===== config.mk =====
export PLATFORM = sky130hd
export DESIGN_NAME = lcd_ddram_reader
export DESIGN_NICKNAME = d
export VERILOG_FILES = /design/src/rtl/lcd_ddram_reader.sv
export SDC_FILE = /design/constraint.sdc
export NUM_CORES = 1
export LEC_CHECK = 0
export CAP_MARGIN = 30
export CORE_MARGIN = 1
export CORE_UTILIZATION = 53
export DETAILED_ROUTE_END_ITERATION = 12
export GPL_TIMING_DRIVEN = 0
export PLACE_DENSITY = 0.79
export SYNTH_ARGS = -nofsm -noshare
export SYNTH_HDL_FRONTEND = slang
export SYNTH_SLANG_ARGS = --single-unit

===== constraint.sdc =====
create_clock -name CLOCK_50 -period 3.4 [get_ports CLOCK_50]
set_clock_uncertainty 0.2 [all_clocks]
set_input_delay 0.68 -clock CLOCK_50 [delete_from_list [all_inputs] [get_ports CLOCK_50]]
set_output_delay 0.68 -clock CLOCK_50 [all_outputs]
set_load 0.02 [all_outputs]

===== src/rtl/lcd_ddram_reader.sv =====
// lcd_ddram_reader
// Reads the 32 visible characters of a 16x2 HD44780-compatible LCD back out of
// DDRAM and writes them into a 32-entry character RAM (0-15 line 1, 16-31
// line 2). The LCD pins are borrowed from the main controller through a
// bus_req/bus_gnt handshake; the top level muxes pins and owns the tristate.
//
// Build option: define LCD_READER_BUSY_POLL_EN to replace the fixed wait after
// each set-address command with busy-flag polling, bounded to CMD_WAIT/55 polls.
//
// All outputs are registered from the next-state values so the LCD strobes are
// glitch-free and line up exactly with the state/counter they belong to.
module lcd_ddram_reader #(
  parameter int SETUP_CYC = 4,
  parameter int EN_CYC    = 25,
  parameter int HOLD_CYC  = 25,
  parameter int CMD_WAIT  = 2500
) (
  input  logic       CLOCK_50,
  input  logic       RST_N,
  input  logic       start,
  output logic       busy,
  output logic       done,
  output logic       bus_req,
  input  logic       bus_gnt,
  output logic       lcd_rs,
  output logic       lcd_rw,
  output logic       lcd_en,
  output logic [7:0] lcd_data_out,
  output logic       lcd_data_oe,
  input  logic [7:0] lcd_data_in,
  output logic [4:0] waddr,
  output logic [7:0] dout,
  output logic       we
);

  // One bus cycle is setup + enable + hold; a single counter times both the
  // bus cycles and the post-command wait, so it is sized for the longer one.
  localparam int CYC_LEN = SETUP_CYC + EN_CYC + HOLD_CYC;
  localparam int CNT_MAX = (CMD_WAIT > CYC_LEN) ? CMD_WAIT : CYC_LEN;
  localparam int CNT_W   = $clog2(CNT_MAX + 1);

  localparam logic [CNT_W-1:0] EN_ON     = CNT_W'(SETUP_CYC);
  localparam logic [CNT_W-1:0] EN_OFF    = CNT_W'(SETUP_CYC + EN_CYC);
  localparam logic [CNT_W-1:0] CAP_AT    = CNT_W'(SETUP_CYC + EN_CYC - 1);
  localparam logic [CNT_W-1:0] CYC_LAST  = CNT_W'(CYC_LEN - 1);
  localparam logic [CNT_W-1:0] WAIT_LAST = CNT_W'(CMD_WAIT - 1);

`ifdef LCD_READER_BUSY_POLL_EN
  // Poll budget roughly matches the fixed wait it replaces.
  localparam int POLL_MAX = ((CMD_WAIT / 55) > 0) ? (CMD_WAIT / 55) : 1;
  localparam int POLL_W   = $clog2(POLL_MAX + 1);
  localparam logic [POLL_W-1:0] POLL_LAST = POLL_W'(POLL_MAX - 1);
`endif

  typedef enum logic [2:0] {
    S_IDLE    = 3'd0,
    S_REQ     = 3'd1,
    S_SETADDR = 3'd2,
    S_WAITCMD = 3'd3,
    S_READ    = 3'd4,
    S_WRRAM   = 3'd5,
    S_DONE    = 3'd6,
    S_POLL    = 3'd7
  } state_t;

  state_t           state_q, state_d;
  logic [CNT_W-1:0] cnt_q, cnt_d;
  logic             line_q, line_d;
  logic [3:0]       col_q, col_d;
  logic [7:0]       data_q, data_d;
`ifdef LCD_READER_BUSY_POLL_EN
  logic [POLL_W-1:0] poll_q, poll_d;
`endif

  logic       busy_q, busy_d;
  logic       done_q, done_d;
  logic       bus_req_q, bus_req_d;
  logic       rs_q, rs_d;
  logic       rw_q, rw_d;
  logic       en_q, en_d;
  logic [7:0] lcd_dat_q, lcd_dat_d;
  logic       oe_q, oe_d;
  logic [4:0] waddr_q, waddr_d;
  logic [7:0] dout_q, dout_d;
  logic       we_q, we_d;
  logic       en_win;

  // State, counters and captured byte; reset clears the sequence immediately.
  always_ff @(posedge CLOCK_50 or negedge RST_N) begin
    if (!RST_N) begin
      state_q <= S_IDLE;
      cnt_q   <= '0;
      line_q  <= 1'b0;
      col_q   <= 4'd0;
      data_q  <= 8'h00;
`ifdef LCD_READER_BUSY_POLL_EN
      poll_q  <= '0;
`endif
    end else begin
      state_q <= state_d;
      cnt_q   <= cnt_d;
      line_q  <= line_d;
      col_q   <= col_d;
      data_q  <= data_d;
`ifdef LCD_READER_BUSY_POLL_EN
      poll_q  <= poll_d;
`endif
    end
  end

  // Next-state, cycle timing, line/column stepping and LCD byte capture.
  always_comb begin
    state_d = state_q;
    cnt_d   = cnt_q;
    line_d  = line_q;
    col_d   = col_q;
    data_d  = data_q;
`ifdef LCD_READER_BUSY_POLL_EN
    poll_d  = poll_q;
`endif
    case (state_q)
      S_IDLE: begin
        if (start) begin
          state_d = S_REQ;
          cnt_d   = '0;
          line_d  = 1'b0;
          col_d   = 4'd0;
        end
      end
      // Grant is only looked at here; once owned, the pins are kept until DONE.
      S_REQ: begin
        if (bus_gnt) begin
          state_d = S_SETADDR;
          cnt_d   = '0;
        end
      end
      S_SETADDR: begin
        if (cnt_q == CYC_LAST) begin
          cnt_d   = '0;
`ifdef LCD_READER_BUSY_POLL_EN
          state_d = S_POLL;
          poll_d  = '0;
`else
          state_d = S_WAITCMD;
`endif
        end else begin
          cnt_d = cnt_q + 1'b1;
        end
      end
      S_WAITCMD: begin
        if (cnt_q == WAIT_LAST) begin
          state_d = S_READ;
          cnt_d   = '0;
        end else begin
          cnt_d = cnt_q + 1'b1;
        end
      end
      // Data is taken on the last cycle the enable is high.
      S_READ: begin
        if (cnt_q == CAP_AT) data_d = lcd_data_in;
        if (cnt_q == CYC_LAST) begin
          state_d = S_WRRAM;
          cnt_d   = '0;
        end else begin
          cnt_d = cnt_q + 1'b1;
        end
      end
`ifdef LCD_READER_BUSY_POLL_EN
      // Busy-flag read; repeat while BF is set and budget remains.
      S_POLL: begin
        if (cnt_q == CAP_AT) data_d = lcd_data_in;
        if (cnt_q == CYC_LAST) begin
          cnt_d  = '0;
          poll_d = poll_q + 1'b1;
          if (data_d[7] && (poll_q < POLL_LAST)) state_d = S_POLL;
          else                                   state_d = S_READ;
        end else begin
          cnt_d = cnt_q + 1'b1;
        end
      end
`endif
      // The LCD auto-increments its address, so only a line change needs a new command.
      S_WRRAM: begin
        cnt_d = '0;
        if (col_q != 4'd15) begin
          col_d   = col_q + 4'd1;
          state_d = S_READ;
        end else if (!line_q) begin
          line_d  = 1'b1;
          col_d   = 4'd0;
          state_d = S_SETADDR;
        end else begin
          state_d = S_DONE;
        end
      end
      S_DONE: begin
        state_d = S_IDLE;
      end
      default: begin
        state_d = S_IDLE;
      end
    endcase
  end

  // Output decode from the next state, so outputs switch with the state itself.
  // oe is only ever raised together with rw=0, which keeps the two exclusive.
  always_comb begin
    busy_d    = 1'b0;
    done_d    = 1'b0;
    bus_req_d = 1'b0;
    rs_d      = 1'b0;
    rw_d      = 1'b1;
    en_d      = 1'b0;
    lcd_dat_d = 8'h00;
    oe_d      = 1'b0;
    waddr_d   = 5'd0;
    dout_d    = 8'h00;
    we_d      = 1'b0;
    en_win    = (cnt_d >= EN_ON) && (cnt_d < EN_OFF);
    case (state_d)
      S_REQ, S_WAITCMD: begin
        busy_d    = 1'b1;
        bus_req_d = 1'b1;
      end
      S_SETADDR: begin
        busy_d    = 1'b1;
        bus_req_d = 1'b1;
        rw_d      = 1'b0;
        oe_d      = 1'b1;
        lcd_dat_d = line_d ? 8'hC0 : 8'h80;
        en_d      = en_win;
      end
      S_READ: begin
        busy_d    = 1'b1;
        bus_req_d = 1'b1;
        rs_d      = 1'b1;
        en_d      = en_win;
      end
      S_POLL: begin
        busy_d    = 1'b1;
        bus_req_d = 1'b1;
        en_d      = en_win;
      end
      S_WRRAM: begin
        busy_d    = 1'b1;
        bus_req_d = 1'b1;
        rs_d      = 1'b1;
        we_d      = 1'b1;
        waddr_d   = {line_d, col_d};
        dout_d    = data_d;
      end
      // Pins are released and busy drops together with the done pulse.
      S_DONE: begin
        done_d = 1'b1;
      end
      default: begin
        busy_d = 1'b0;
      end
    endcase
  end

  // Output registers; reset drops en/oe asynchronously and parks rw high.
  always_ff @(posedge CLOCK_50 or negedge RST_N) begin
    if (!RST_N) begin
      busy_q    <= 1'b0;
      done_q    <= 1'b0;
      bus_req_q <= 1'b0;
      rs_q      <= 1'b0;
      rw_q      <= 1'b1;
      en_q      <= 1'b0;
      lcd_dat_q <= 8'h00;
      oe_q      <= 1'b0;
      waddr_q   <= 5'd0;
      dout_q    <= 8'h00;
      we_q      <= 1'b0;
    end else begin
      busy_q    <= busy_d;
      done_q    <= done_d;
      bus_req_q <= bus_req_d;
      rs_q      <= rs_d;
      rw_q      <= rw_d;
      en_q      <= en_d;
      lcd_dat_q <= lcd_dat_d;
      oe_q      <= oe_d;
      waddr_q   <= waddr_d;
      dout_q    <= dout_d;
      we_q      <= we_d;
    end
  end

  assign busy         = busy_q;
  assign done         = done_q;
  assign bus_req      = bus_req_q;
  assign lcd_rs       = rs_q;
  assign lcd_rw       = rw_q;
  assign lcd_en       = en_q;
  assign lcd_data_out = lcd_dat_q;
  assign lcd_data_oe  = oe_q;
  assign waddr        = waddr_q;
  assign dout         = dout_q;
  assign we           = we_q;

endmodule


Yosys cells after proc, flatten, opt, wreduce, memory -nomap -nowiden
Index checks and enable logic that the tools add are counted.

word-level totals
  logic and storage cells = 74
  register bits = 56

cells by class
  equality and inequality tests = 16
  reductions and logical operators = 6
  $lt $le $gt $ge = 2
  add/sub/neg operators = 2
  multiplexer cells = 33

operators by type and width
  kind                                                   count
  case mux 12 bit (5 select lines)                       1
  two-way mux 12 bit                                     4
  two-way mux 8 bit                                      4
  two-way mux 3 bit                                      7
  == test 3 bit (second input constant)                  6
  case mux 3 bit (6 select lines)                        1
  adder 12 x 1 -> 12 bit (second input constant)         1
  == test 12 bit (second input constant)                 1
  == test 12 x 5 -> 1 bit (second input constant)        1
  == test 12 x 6 -> 1 bit (second input constant)        1
  == test 3 x 2 -> 1 bit (second input constant)         4
  >= comparator 12 x 3 -> 1 bit (second input constant)  1
  < comparator 12 x 5 -> 1 bit (second input constant)   1
  two-way mux 4 bit                                      3
  two-way mux 1 bit                                      9
  case mux 4 bit (2 select lines)                        1
  two-way mux 7 bit                                      1
  == test 3 x 1 -> 1 bit (second input constant)         2
  OR reduction 6 bit                                     1
  two-way mux 5 bit                                      1
  adder 4 x 1 -> 4 bit (second input constant)           1
  inequality test 4 bit (second input constant)          1
  OR reduction 2 bit                                     2
  logical NOT 3 bit                                      1
  3 further kinds                                        3

Depth between registers and ports, before layout
Gate-level depths: netlist of the first run.

  depth in word-level cells = 6
  gate-level depth with buffers = 10
  gate-level depth less buffers = 9

Least setup slack after synthesis of the first run
OpenSTA, ideal clock, no wires.

  kind = flip-flop to flip-flop
  start = register cnt_q[0]
  end = register en_q (netlist: lcd_en)
  required time = 3.104 ns
  slack = 0.931 ns
  period minus slack after synthesis = 2.469 ns
  setup time = 0.096 ns
  stages on the path, launching flop included = 9
  arrival time = 2.174 ns
  buffers on the path = 0
  cells stage by stage = dfrtp_1 > ha_1 > nand3_1 > or2_1 > o221a_1 > o31ai_1 > o41ai_1 > or4_1 > nor4_2

on the way
  longest elaborated chain between the ends = 6

RTL lines
  what                                                                                  RTL line       RTL
  from (decl)                                                                           67             logic [CNT_W-1:0] cnt_q, cnt_d;
  from (signal assigned)                                                                101            cnt_q <= cnt_d;
  adder 12 x 1 -> 12 bit, or another cell as far along                                  147, 155, 165
  two-way mux 12 bit, on equally long branches                                          138, 161, 151
  case mux 12 bit (5 select lines) (*)                                                  121            case (state_q)
  via cnt_d[8]                                                                          67
  >= comparator 12 x 3 -> 1 bit / < comparator 12 x 5 -> 1 bit (equally long branches)  219            en_win = (cnt_d >= EN_ON) && (cnt_d < EN_OFF);
  logical AND 1 bit (*)                                                                 219
  two-way mux 1 bit (*)                                                                 220            case (state_d)
  via en_d                                                                              80             logic en_q, en_d;
  to (signal assigned)                                                                  282            en_q <= en_d;
  to (decl)                                                                             80

Mark *: on every way through the listed nets, which the timed path passes. The rest lies on a longest branch.

Worst setup path after layout of the first run
  start = input start
  end = register en_q (netlist: lcd_en)

on the way
  longest elaborated chain between the ends = 5

RTL lines
  what                                                                                        RTL line  RTL
  from (decl)                                                                                 20        input logic start,
  two-way mux 12 bit / two-way mux 3 bit (equally long branches)                              123       if (start) begin
  case mux 12 bit (5 select lines) / case mux 3 bit (6 select lines) (equally long branches)  121
  >= comparator 12 x 3 -> 1 bit, or another cell as far along                                 219
  logical AND 1 bit / OR reduction 3 bit (equally long branches)                              n/a
  two-way mux 1 bit (*)                                                                       220
  via en_d                                                                                    80

Marks and branches as above.

==> summary.md, run 1 <==
| Metric | Value |
|---|---|
| Status | complete, no violations |
| Pre-Repair DR Iteration Count | 4 |
| Adder-Cell Fraction of Synth Area | 2.02% |
| Post-route setup TNS | 0 ps |
| Number of flops mapped to enable cells by yosys | 0 |
| Final min period | 3150 ps |
| RSZ-0062 raised after global routing | false |
| Min-delay worst type | in -> async |
| TritonCTS Buffers | 5 |
| DR WL/cell | 14.8 µm |
| Reg2Reg Depth | 8 |
| # DRC | 0 |
| Share of cells above drive strength 1 | 15.0% |
| Post-Layout Cell Count | 339 |
| Post-placement cell area | 0.00291 mm² |
| Synth unique cells | 56 |
| Largest family of logic cells by synthesized area | simple AND/OR/NAND/NOR gates |
| Leakage Power | 1.38 nW |
| Final Max Slew Viols | 0 |
| Design area | 0.00301 mm² |
| TritonCTS clock tree | done |
| Worst R2R Setup Slack | 340 ps |
| Total grt overflow | 0 |
| Mux contribution to synthesized area | 4.55% |
| Int Pwr | 1.08 mW |
| Commonest non-fill, non-tap cell in the layout | dfrtp_1 |
| CP Class | in -> reg |
| Combinational share of power | 35.6% |
| CTS max path bufs | 2 |
| Number of warnings issued by yosys | 0 |
| Asr flop ratio synth | 100% |
| Worst-Skew Late Latency | 310 ps |
| Final wirelength | 5010 µm |
| Largest net degree at the start of global routing | 32 |
| DP HPWL | 3700 µm |
| Syn-to-layout area delta | 21.4% |
| Mean area per synthesized cell | 10.4 µm² |
| Worst Tran Pin Value | 614 ps |
| Post-route clock period utilization | 92.8% |
| Inst Count DP | 331 |
| Number of H-tree levels | 2 |
| Core ar. | 0.00441 mm² |
| Sw power | 0.611 mW |
| Post-synthesis simple-gate area fraction | 21.5% |
| Clock power share | 20.3% |
| I/O pins | 41 |
| Total track usage | 22.5% |
| Worst Path Arrival | 3150 ps |
| Port bufs | 34 |
| Power Density | 563 mW/mm² |
| Detailed-route via count | 1,929 |
| First-pass GRT wire length | 8700 µm |
| 1st-iter DRT viols | 215 |
| Die Area | 0.00495 mm² |
| Via-to-Cell Ratio | 5.69 |
| Peak VDD IR | 0.360 mV |
| Root buf cell | clkbuf_8 |
| Chip width | 70.3 µm |
| CP endpoint kind | register |
| Number of diodes | 0 |
| Post-synthesis compound-gate area fraction | 14.6% |
| Post-route ant nets | 0 |
| Final Hold Viols | 0 |
| Die Height | 70.3 µm |
| CTS resizes | 0 |
| Register area share after synthesis | 49.6% |
| CP max FO | 10 |
| Synthesized-area fraction occupied by xor and xnor cells | 1.42% |
| Commonest cells after routing, fill and taps aside | dfrtp_1 (48), clkdlybuf4s50_1 (33), nand2_1 (21), and2_1 (13), nor2_1 (11) |
| Starting density of the core | 56.1% |
| Final number of setup-violating endpoints | 0 |
| CTS Sinks | 49 |
| Primary FF master, synth | dfrtp_1 |
| Vias in the first global route | 1,893 |
| Cells after synthesis | 239 |
| Required @ worst endpoint | 3400 ps |
| Max_cap viols | 0 |
| # rows | 24 |
| Mapped Area | 0.00247 mm² |
| Fin nets | 302 |
| Post-CTS Setup Bufs | 0 |
| Hold buffer count at CTS | 0 |
| Net Sw Frac | 36.1% |
| GPL Wtd Cong | 0.887 |
| Flops & latches, synth | 49 |
| Crit path launch type | primary input |
| Clock slew at reported path FFs | 90 ps |
| Fmax | 0.317 GHz |
| Sequential power share | 44.1% |
| Initial antenna violation count | 0 |
| Relative slew slack | 58.0% |
-- final timing paths --
kind / from / endpoint
setup / recovery: start / lcd_en
hold / removal: RST_N / cnt_q[7]
setup reg to reg: col_q[0] / lcd_en
hold reg to reg: data_q[2] / data_q[2]
max in group asynchronous: RST_N / col_q[1]
min in group CLOCK_50: data_q[2] / data_q[2]
-- per-stage QoR --
stage	hold WS [ps]	worst slack [ps]	utilization (%)	power (mW)
final	104	245	68.1	1.69
after global routing	127	141	68.1	1.80
after CTS	110	409	68.1	1.70
after detailed placement	278	90.1	66.0	1.35
after global placement	272	93.6	65.7	1.33
after floorplan	184	931	-	1.16
-- cell usage after synthesis, drive strengths merged (2+ instances only) --
| cell type | n | area, µm² |
|---|---|---|
| a31oi | 6 | 43.8 |
| a211o | 2 | 17.5 |
| and4b | 3 | 30.0 |
| nand4 | 2 | 12.5 |
| and3 | 5 | 31.3 |
| buf | 16 | 111 |
| nor2b | 2 | 12.5 |
| inv | 9 | 33.8 |
| a22o | 2 | 17.5 |
| nor3 | 7 | 35.0 |
| clkbuf | 2 | 7.51 |
| a211oi | 2 | 15.0 |
| o31ai | 2 | 15.0 |
| a21oi | 8 | 40.0 |
| nand2 | 21 | 78.8 |
| ha | 4 | 50.1 |
| or3 | 2 | 12.5 |
| a22oi | 3 | 22.5 |
| a21o | 4 | 30.0 |
| xnor2 | 3 | 26.3 |
| nor2 | 11 | 41.3 |
| nand3 | 9 | 50.1 |
| mux2 | 10 | 113 |
| nand2b | 4 | 25.0 |
| nor4 | 4 | 46.3 |
| dfrtp | 48 | 1200 |
| or2 | 2 | 12.5 |
| o21ai | 13 | 65.1 |
| and4 | 2 | 17.5 |
| and2 | 13 | 81.3 |
-- logic make-up (layout without fill, tap and decap cells) --
kind of cell / after synthesis / count (layout)
AND/OR/NAND/NOR: 92 / 92
AO/OA/AOI/OAI: 52 / 52
flip-flops: 49 / 49
buffers and inverters: 27 / 70
multiplexers: 10 / 10
adder cells (fa/ha/maj): 4 / 4
XOR/XNOR: 4 / 4
other: 1 / 6
-- registers in the layout (all words and copies together), names as in the netlist, 2 cells and up --
register	cells
col_q	4
state_q	3
data_q	8
waddr	5
cnt_q	12
lcd_data_out	2
dout	8
-- routing by layer --
metal	share of wire, %	wire, µm	GRT usage (%)
met5	0	0	0
met4	1.5	75	9.33
met3	5.0	250	5.05
met2	49	2440	35.0
met1	45	2240	30.3
-- worst max-delay path, stage by stage --
cell and delay, ps:
clkdlybuf4s50_1 500, nor2b_1 200, a2111o_1 130, nand2_1 180, clkbuf_1 270, a2111oi_0 650, o21ai_0 240, nor4_2 300
-- power groups by stage --
stage                     Combinational (mW)  Sequential (mW)  Clock [mW]
final                                  0.602            0.746       0.343
after global routing                   0.667            0.758       0.379
after CTS                              0.599            0.743       0.358
after detailed placement               0.597            0.754           0
after global placement                 0.579            0.751           0
after floorplan                        0.406            0.759           0
-- layout make-up --
cell class | instances | area, µm²
inverter | 9 | 33.8
buffer | 18 | 119
sequential | 49 | 1230
fill | 365 | 1410
tap | 52 | 65.1
clock inverter | 3 | 22.5
clock buffer | 5 | 68.8
timing repair buffer | 35 | 355
multi-input combinational | 168 | 1110
(Power assumes the default switching activity.)
==> run 2: changes to the inputs <==
- CORE_UTILIZATION: 53 -> 50
- PLACE_DENSITY: 0.79 -> 0.76
- SETUP_SLACK_MARGIN: not set -> 0.2
- TNS_END_PERCENT: not set -> 50
==> run 2 against run 1 <==
Effect of this change:
- first-iteration DRC count down 53%
- via count did not move
- total power grew 0.84%
- non-clock buffer count did not move
- count of clock-buffer cells in the layout did not move
- critical path type unchanged
==> summary.md, run 2 (synthesis gave the netlist of run 1 again) <==
| Metric | Value |
|---|---|
| Power Density | 563 mW/mm² (about the same) |
| Chip width | 72.4 µm (was 70.3 µm) |
| Post-layout util | 63.7% (was 68.1%) |
| Syn-to-layout area delta | 22.4% (was 21.4%) |
| Final wirelength | 5000 µm (was 5010 µm) |
| I/O pins | 41 (unchanged) |
| Combinational share of power | 34.9% (was 35.6%) |
| Hold buffer count at CTS | 0 (unchanged) |
| Commonest cells after routing, fill and taps aside | dfrtp_1 (48), clkdlybuf4s50_1 (33), nand2_1 (21), and2_1 (13), nor2_1 (11) (unchanged) |
| Port bufs | 34 (unchanged) |
| Clock slew at reported path FFs | 100 ps (was 90 ps) |
| Detailed-route via count | 1,929 (unchanged) |
| Largest Register | cnt_q (unchanged) |
| Via-to-Cell Ratio | 5.45 (was 5.69) |
| Sw power | 0.617 mW (was 0.611 mW) |
| Crit path launch type | primary input (unchanged) |
| Starting density of the core | 52.1% (was 56.1%) |
| Total track usage | 20.8% (was 22.5%) |
| DP HPWL | 3710 µm (was 3700 µm) |
| CP max FO | 10 (unchanged) |
| First-pass GRT wire length | 8340 µm (was 8700 µm) |
| Worst Path Arrival | 2990 ps (was 3150 ps) |
| Pre-Repair DR Iteration Count | 4 (unchanged) |
| Post-CTS Setup Bufs | 0 (unchanged) |
| Post-route setup TNS | 0 ps (unchanged) |
| Core ar. | 0.00475 mm² (was 0.00441 mm²) |
| TritonCTS Buffers | 5 (unchanged) |
| Int Pwr | 1.09 mW (was 1.08 mW) |
| Sequential power share | 43.9% (was 44.1%) |
| Worst reg2reg path startpoint | col_q[0] (unchanged) |
| Leakage Power | 1.39 nW (was 1.38 nW) |
| Final min period | 2970 ps (was 3150 ps) |
| # rows | 25 (was 24) |
| Die Height | 72.4 µm (was 70.3 µm) |
| Max_cap viols | 0 (unchanged) |
| TritonCTS clock tree | done (unchanged) |
| Post-route clock period utilization | 87.3% (was 92.8%) |
| Final Hold Viols | 0 (unchanged) |
| Total grt overflow | 0 (unchanged) |
| Fin nets | 302 (unchanged) |
| CTS max path bufs | 2 (unchanged) |
| Number of diodes | 0 (unchanged) |
| Final number of setup-violating endpoints | 0 (unchanged) |
| Post-route ant nets | 0 (unchanged) |
| CTS Sinks | 49 (unchanged) |
| Initial antenna violation count | 0 (unchanged) |
| Die Area | 0.00524 mm² (was 0.00495 mm²) |
| Net Sw Frac | 36.2% (was 36.1%) |
| Vias in the first global route | 1,808 (was 1,893) |
| Status | complete, no violations (unchanged) |
| Reg2Reg Depth | 8 (unchanged) |
| Peak VDD IR | 0.355 mV (was 0.360 mV) |
| CP Class | in -> reg (unchanged) |
| Root buf cell | clkbuf_8 (unchanged) |
| RSZ-0062 raised after global routing | false (unchanged) |
| Clock power share | 21.2% (was 20.3%) |
| Reg-to-Reg End | lcd_en (unchanged) |
| CP endpoint kind | register (unchanged) |
| Max reg flops | 12 (unchanged) |
| Required @ worst endpoint | 3420 ps (was 3400 ps) |
| Relative slew slack | 68.1% (was 58.0%) |
| Worst R2R Setup Slack | 530 ps (was 340 ps) |
| Min Hold Slack | 44.9 ps (was 104 ps) |
| GPL Wtd Cong | 0.914 (was 0.887) |
| DR WL/cell | 14.1 µm (was 14.8 µm) |
| Largest net degree at the start of global routing | 39 (was 32) |
| # DRC | 0 (unchanged) |
| Min-delay worst type | in -> async (unchanged) |
| Worst Tran Pin Value | 466 ps (was 614 ps) |
| Number of H-tree levels | 2 (unchanged) |
| Commonest non-fill, non-tap cell in the layout | dfrtp_1 (unchanged) |
| Share of cells above drive strength 1 | 15.0% (unchanged) |
| Fmax | 0.337 GHz (was 0.317 GHz) |
| Worst-Skew Late Latency | 310 ps (about the same) |
| Final Max Slew Viols | 0 (unchanged) |
| CTS resizes | 0 (unchanged) |
| 1st-iter DRT viols | 100 (was 215) |
[run 2: cell count changes in the layout (fill, tap and decap cells not counted), sizes merged]
cell | previous run | this run
inv | 9 | 11
clkinv | 3 | 1
[run 2: stage by stage]
step	worst slack (ps)	instances	area, µm²	total power, mW
2_1_floorplan	931	244	2490	1.16
3_3_place_gp	127	345	2920	1.33
3_5_place_dp	164	346	2930	1.35
4_1_cts	489	354	3030	1.71
5_1_grt	280	354	3030	1.82
6_report	432	354	3030	1.70
[run 2: cell type report]
type,instances,area (µm²)
buffer,18,119
inverter,9,33.8
timing repair buffer,35,355
tap,67,83.8
clock inverter,3,28.8
sequential,49,1230
multi-input combinational,168,1110
fill,401,1720
clock buffer,5,68.8
[run 2: worst max path at each step]
stage                  start       to  slack, ps
floorplan           cnt_q[0]   lcd_en        930
global placement       RST_N  dout[4]        130
detailed placement     start   lcd_en        160
CTS                    start   lcd_en        490
global route           start   lcd_en        280
finish                 start   lcd_en        430
[run 2: power by group through the flow]
stage                     Clock [mW]  Combinational [mW]  Sequential, mW
after global placement             0               0.578           0.752
after floorplan                    0               0.406           0.759
final                          0.361               0.595           0.748
after CTS                      0.373               0.594           0.746
after detailed placement           0               0.591           0.758
after global routing           0.400               0.657           0.761
[run 2: per-layer routing]
layer	track usage, %	routed length (µm)
met1	26.5	2250
met2	35.2	2480
met3	4.31	174
met4	7.19	90
met5	0	0
[run 2: critical path, stage by stage]
cell and delay (ps):
clkdlybuf4s50_1 500, nor2b_1 190, a2111o_1 130, nand2_1 150, clkbuf_1 270, a2111oi_0 540
o21ai_0 270, nor4_2 260
==> run 3: changes to the inputs <==
- ABC_AREA: not set -> 1
- PLACE_DENSITY: 0.76 -> 0.75
==> run 3 against run 2 <==
Effect of this change:
- synthesized area up 6.9%
- clock power fell by 6.4%
- setup slack gained 650 ps
- fmax up 28%
- critical endpoint is now data_q[6]
- largest power group unchanged
- count of clock-buffer cells in the layout increased by 1
- worst hold slack better by 47 ps
- wire length is 2.8% higher
- final cell count increased by 32%
- register-to-register slack improved by 550 ps
- first-iteration DRC count is 18% higher
- critical path depth stayed put
==> summary.md, run 3 <==
| Metric | Value |
|---|---|
| Root buf cell | clkbuf_8 (unchanged) |
| Vias in the first global route | 1,914 (was 1,808) |
| CTS resizes | 0 (unchanged) |
| Number of fill cells | 467 (was 401) |
| Initial antenna violation count | 0 (unchanged) |
| Number of warnings issued by yosys | 0 (unchanged) |
| Top-count cell post-synth | nand2_1 (was dfrtp_1) |
| TritonCTS clock tree | done (unchanged) |
| Worst-Skew Late Latency | 300 ps (was 310 ps) |
| CP Cell Sequence | inv_1 -> ha_1 -> nand2_1 -> nor4_1 -> nand4_1 -> buf_2 -> o21ai_1 -> inv_1 (was clkdlybuf4s50_1 -> nor2b_1 -> a2111o_1 -> nand2_1 -> clkbuf_1 -> a2111oi_0 -> o21ai_0 -> nor4_2) |
| Total grt overflow | 0 (unchanged) |
| Dpl ws | 837 ps (was 164 ps) |
| Top post-synthesis cells by count | nand2_1 (93), inv_1 (64), dfrtp_1 (48) (was dfrtp_1 (48), nand2_1 (21), and2_1 (13)) |
| Area contributors post-synth | dfrtp_1 (45%), nand2_1 (13%), inv_1 (9.1%) (was dfrtp_1 (49%), mux2_2 (4.6%), and2_1 (3.3%)) |
| Post-Layout Cell Count | 468 (was 354) |
| Flops & latches, synth | 49 (unchanged) |
| Inst Count DP | 460 (was 346) |
| Hold buffer count at CTS | 0 (unchanged) |
| Number of H-tree levels | 2 (unchanged) |
| Min Hold Slack | 91.8 ps (was 44.9 ps) |
| Commonest cells after routing, fill and taps aside | nand2_1 (93), inv_1 (64), dfrtp_1 (48), nor2_1 (38), clkdlybuf4s50_1 (33) (was dfrtp_1 (48), clkdlybuf4s50_1 (33), nand2_1 (21), and2_1 (13), nor2_1 (11)) |
| DP HPWL | 4010 µm (was 3710 µm) |
| Port bufs | 34 (unchanged) |
| Commonest non-fill, non-tap cell in the layout | nand2_1 (was dfrtp_1) |
| Share of cells above drive strength 1 | 13.8% (was 15.0%) |
| Worst path max stage delay | 440 ps (was 540 ps) |
| Setup WS post-layout | 1080 ps (was 432 ps) |
| Via-to-Cell Ratio | 4.72 (was 5.45) |
| Post-route ant nets | 0 (unchanged) |
| Synth area leader | dfrtp_1 (unchanged) |
| # DRC | 0 (unchanged) |
| Detailed-route via count | 2,209 (was 1,929) |
| Max_cap viols | 0 (unchanged) |
| Starting density of the core | 51.8% (was 52.1%) |
| Number of flops mapped to enable cells by yosys | 0 (unchanged) |
| CP Class | reg -> reg (was in -> reg) |
| Mapped Area | 0.00265 mm² (was 0.00247 mm²) |
| Synth top area share | 45.4% (was 48.5%) |
| Number of diodes | 0 (unchanged) |
| 1st-iter DRT viols | 118 (was 100) |
| Asr flop ratio synth | 100% (unchanged) |
| Die Area | 0.00559 mm² (was 0.00524 mm²) |
| GPL Wtd Cong | 0.891 (was 0.914) |
| CTS max path bufs | 2 (unchanged) |
| Syn-to-layout area delta | 20.7% (was 22.4%) |
| Mean area per synthesized cell | 7.56 µm² (was 10.4 µm²) |
| Clock slew at reported path FFs | 90 ps (was 100 ps) |
| Final Max Slew Viols | 0 (unchanged) |
| Reg area | 0.00123 mm² (unchanged) |
| Multi-input gate area | 0.00106 mm² (was 0.00111 mm²) |
| Die Height | 74.8 µm (was 72.4 µm) |
| Leakage Power | 1.79 nW (was 1.39 nW) |
| Power Density | 300 mW/mm² (was 563 mW/mm²) |
| DR WL/cell | 11.0 µm (was 14.1 µm) |
| Largest Register | cnt_q (unchanged) |
| TritonCTS Buffers | 5 (unchanged) |
| Most used cell, CP | inv_1 |
| Post-route clock period utilization | 68.1% (was 87.3%) |
| Primary FF master, synth | dfrtp_1 (unchanged) |
| RSZ-0062 raised after global routing | false (unchanged) |
| Core ar. | 0.00511 mm² (was 0.00475 mm²) |
| Fmax | 0.432 GHz (was 0.337 GHz) |
| First-pass GRT wire length | 8360 µm (was 8340 µm) |
| Total track usage | 20.0% (was 20.8%) |
| Max reg flops | 12 (unchanged) |
| Final min period | 2320 ps (was 2970 ps) |
| Pre-Repair DR Iteration Count | 4 (unchanged) |
| Chip width | 74.8 µm (was 72.4 µm) |
| Largest net degree at the start of global routing | 33 (was 39) |
| Status | complete, no violations (unchanged) |
| CP max FO | 10 (unchanged) |
| Worst Path Arrival | 2300 ps (was 2990 ps) |
| Crit path launch type | register (was primary input) |
| Post-route setup TNS | 0 ps (unchanged) |
| Critical-path top delay cell | dfrtp_1 (was a2111oi_0) |
| Min-delay worst type | in -> async (unchanged) |
| Final Hold Viols | 0 (unchanged) |
| Cells after synthesis | 350 (was 239) |
| CTS Sinks | 49 (unchanged) |
| Register area share after synthesis | 46.4% (was 49.6%) |
| # rows | 26 (was 25) |
| Synth unique cells | 28 (was 56) |
| I/O pins | 41 (unchanged) |
| CP endpoint kind | register (unchanged) |
| Post-CTS Setup Bufs | 0 (unchanged) |
| Fin nets | 413 (was 302) |
| Peak VDD IR | 0.193 mV (was 0.355 mV) |
| Final wirelength | 5140 µm (was 5000 µm) |
| Final number of setup-violating endpoints | 0 (unchanged) |
| Required @ worst endpoint | 3390 ps (was 3420 ps) |
[run 3: cell count changes in the layout (fill, tap and decap cells not counted), moves of 5 or more]
| cell | before | now |
|---|---|---|
| nand2_1 | 21 | 93 |
| nor2_1 | 11 | 38 |
| o21ai_1 | 3 | 8 |
| and3_1 | 5 | 0 |
| mux2_2 | 10 | 0 |
| nand3_1 | 8 | 17 |
| inv_1 | 8 | 64 |
| inv_2 | 1 | 12 |
| and2_1 | 13 | 0 |
| nor3_1 | 7 | 0 |
| nand4_1 | 2 | 7 |
| nor2_2 | 0 | 7 |
[run 3: worst max-delay path: cells and delay by family, from the launching register on]
kind / cells / cell delay (ps)
adders and majority gates: 1 / 160
AOI/OAI and AO/OA: 1 / 190
buffers and inverters: 3 / 480
DFF: 1 / 440
and+or+nand+nor: 3 / 750
[run 3: final timing paths]
path	startpoint	cells past startpoint	end	slack, ps
setup / recovery	cnt_q[0]	8	data_q[6]	1080
setup reg to reg	cnt_q[0]	8	data_q[6]	1080
min in group CLOCK_50	data_q[7]	4	data_q[7]	360
hold / removal	RST_N	1	dout[4]	90
hold reg to reg	data_q[7]	4	data_q[7]	360
max in group asynchronous	RST_N	2	lcd_rw	2350
[run 3: final cells by class]
| type | count | area share, % |
|---|---|---|
| Sequential cell | 49 | 38.4 |
| Multi-Input combinational cell | 219 | 33.3 |
| Timing Repair Buffer | 35 | 11.1 |
| Inverter | 76 | 8.93 |
| Buffer | 11 | 2.74 |
| Tap cell | 70 | 2.74 |
| Clock buffer | 6 | 2.27 |
| Clock inverter | 2 | 0.431 |
[run 3: per-layer routing]
metal | routed length, µm | share of wire (%) | up-vias | GRT usage [%]
li1 | - | - | 1142 | -
met1 | 2480 | 48 | 1013 | 26.0
met2 | 2380 | 46 | 46 | 32.3
met3 | 166 | 3.2 | 8 | 4.69
met4 | 110 | 2.1 | 0 | 8.18
met5 | 0 | 0 | - | 0
[run 3: cells by family (layout without fill, tap and decap cells)]
family / count (synthesis) / count (layout) / share of synthesized area, %
buf+inv: 87 / 130 / 14.1
other cells: 1 / 6 / 0.142
compound gates: 33 / 33 / 7.23
flops: 49 / 49 / 46.4
simple gates: 176 / 176 / 30.3
fa+ha+maj: 4 / 4 / 1.89
[run 3: where the power goes]
| part | switching [mW] | internal, mW | leakage, nW |
|---|---|---|---|
| clock | 0.192 | 0.147 | 0.0456 |
| sequential | 0 | 0.582 | 0.620 |
| combinational | 0.0201 | 0.0174 | 1.12 |
| total | 0.212 | 0.747 | 1.79 |
[run 3: metrics by stage]
step | area, µm² | power (mW) | utilization (%)
detailed placement | 3110 | 0.632 | 60.9
global route | 3190 | 1.00 | 62.5
floorplan | 2670 | 0.606 | -
global placement | 3090 | 0.630 | 60.6
CTS | 3190 | 0.977 | 62.5
finish | 3190 | 0.958 | 62.5
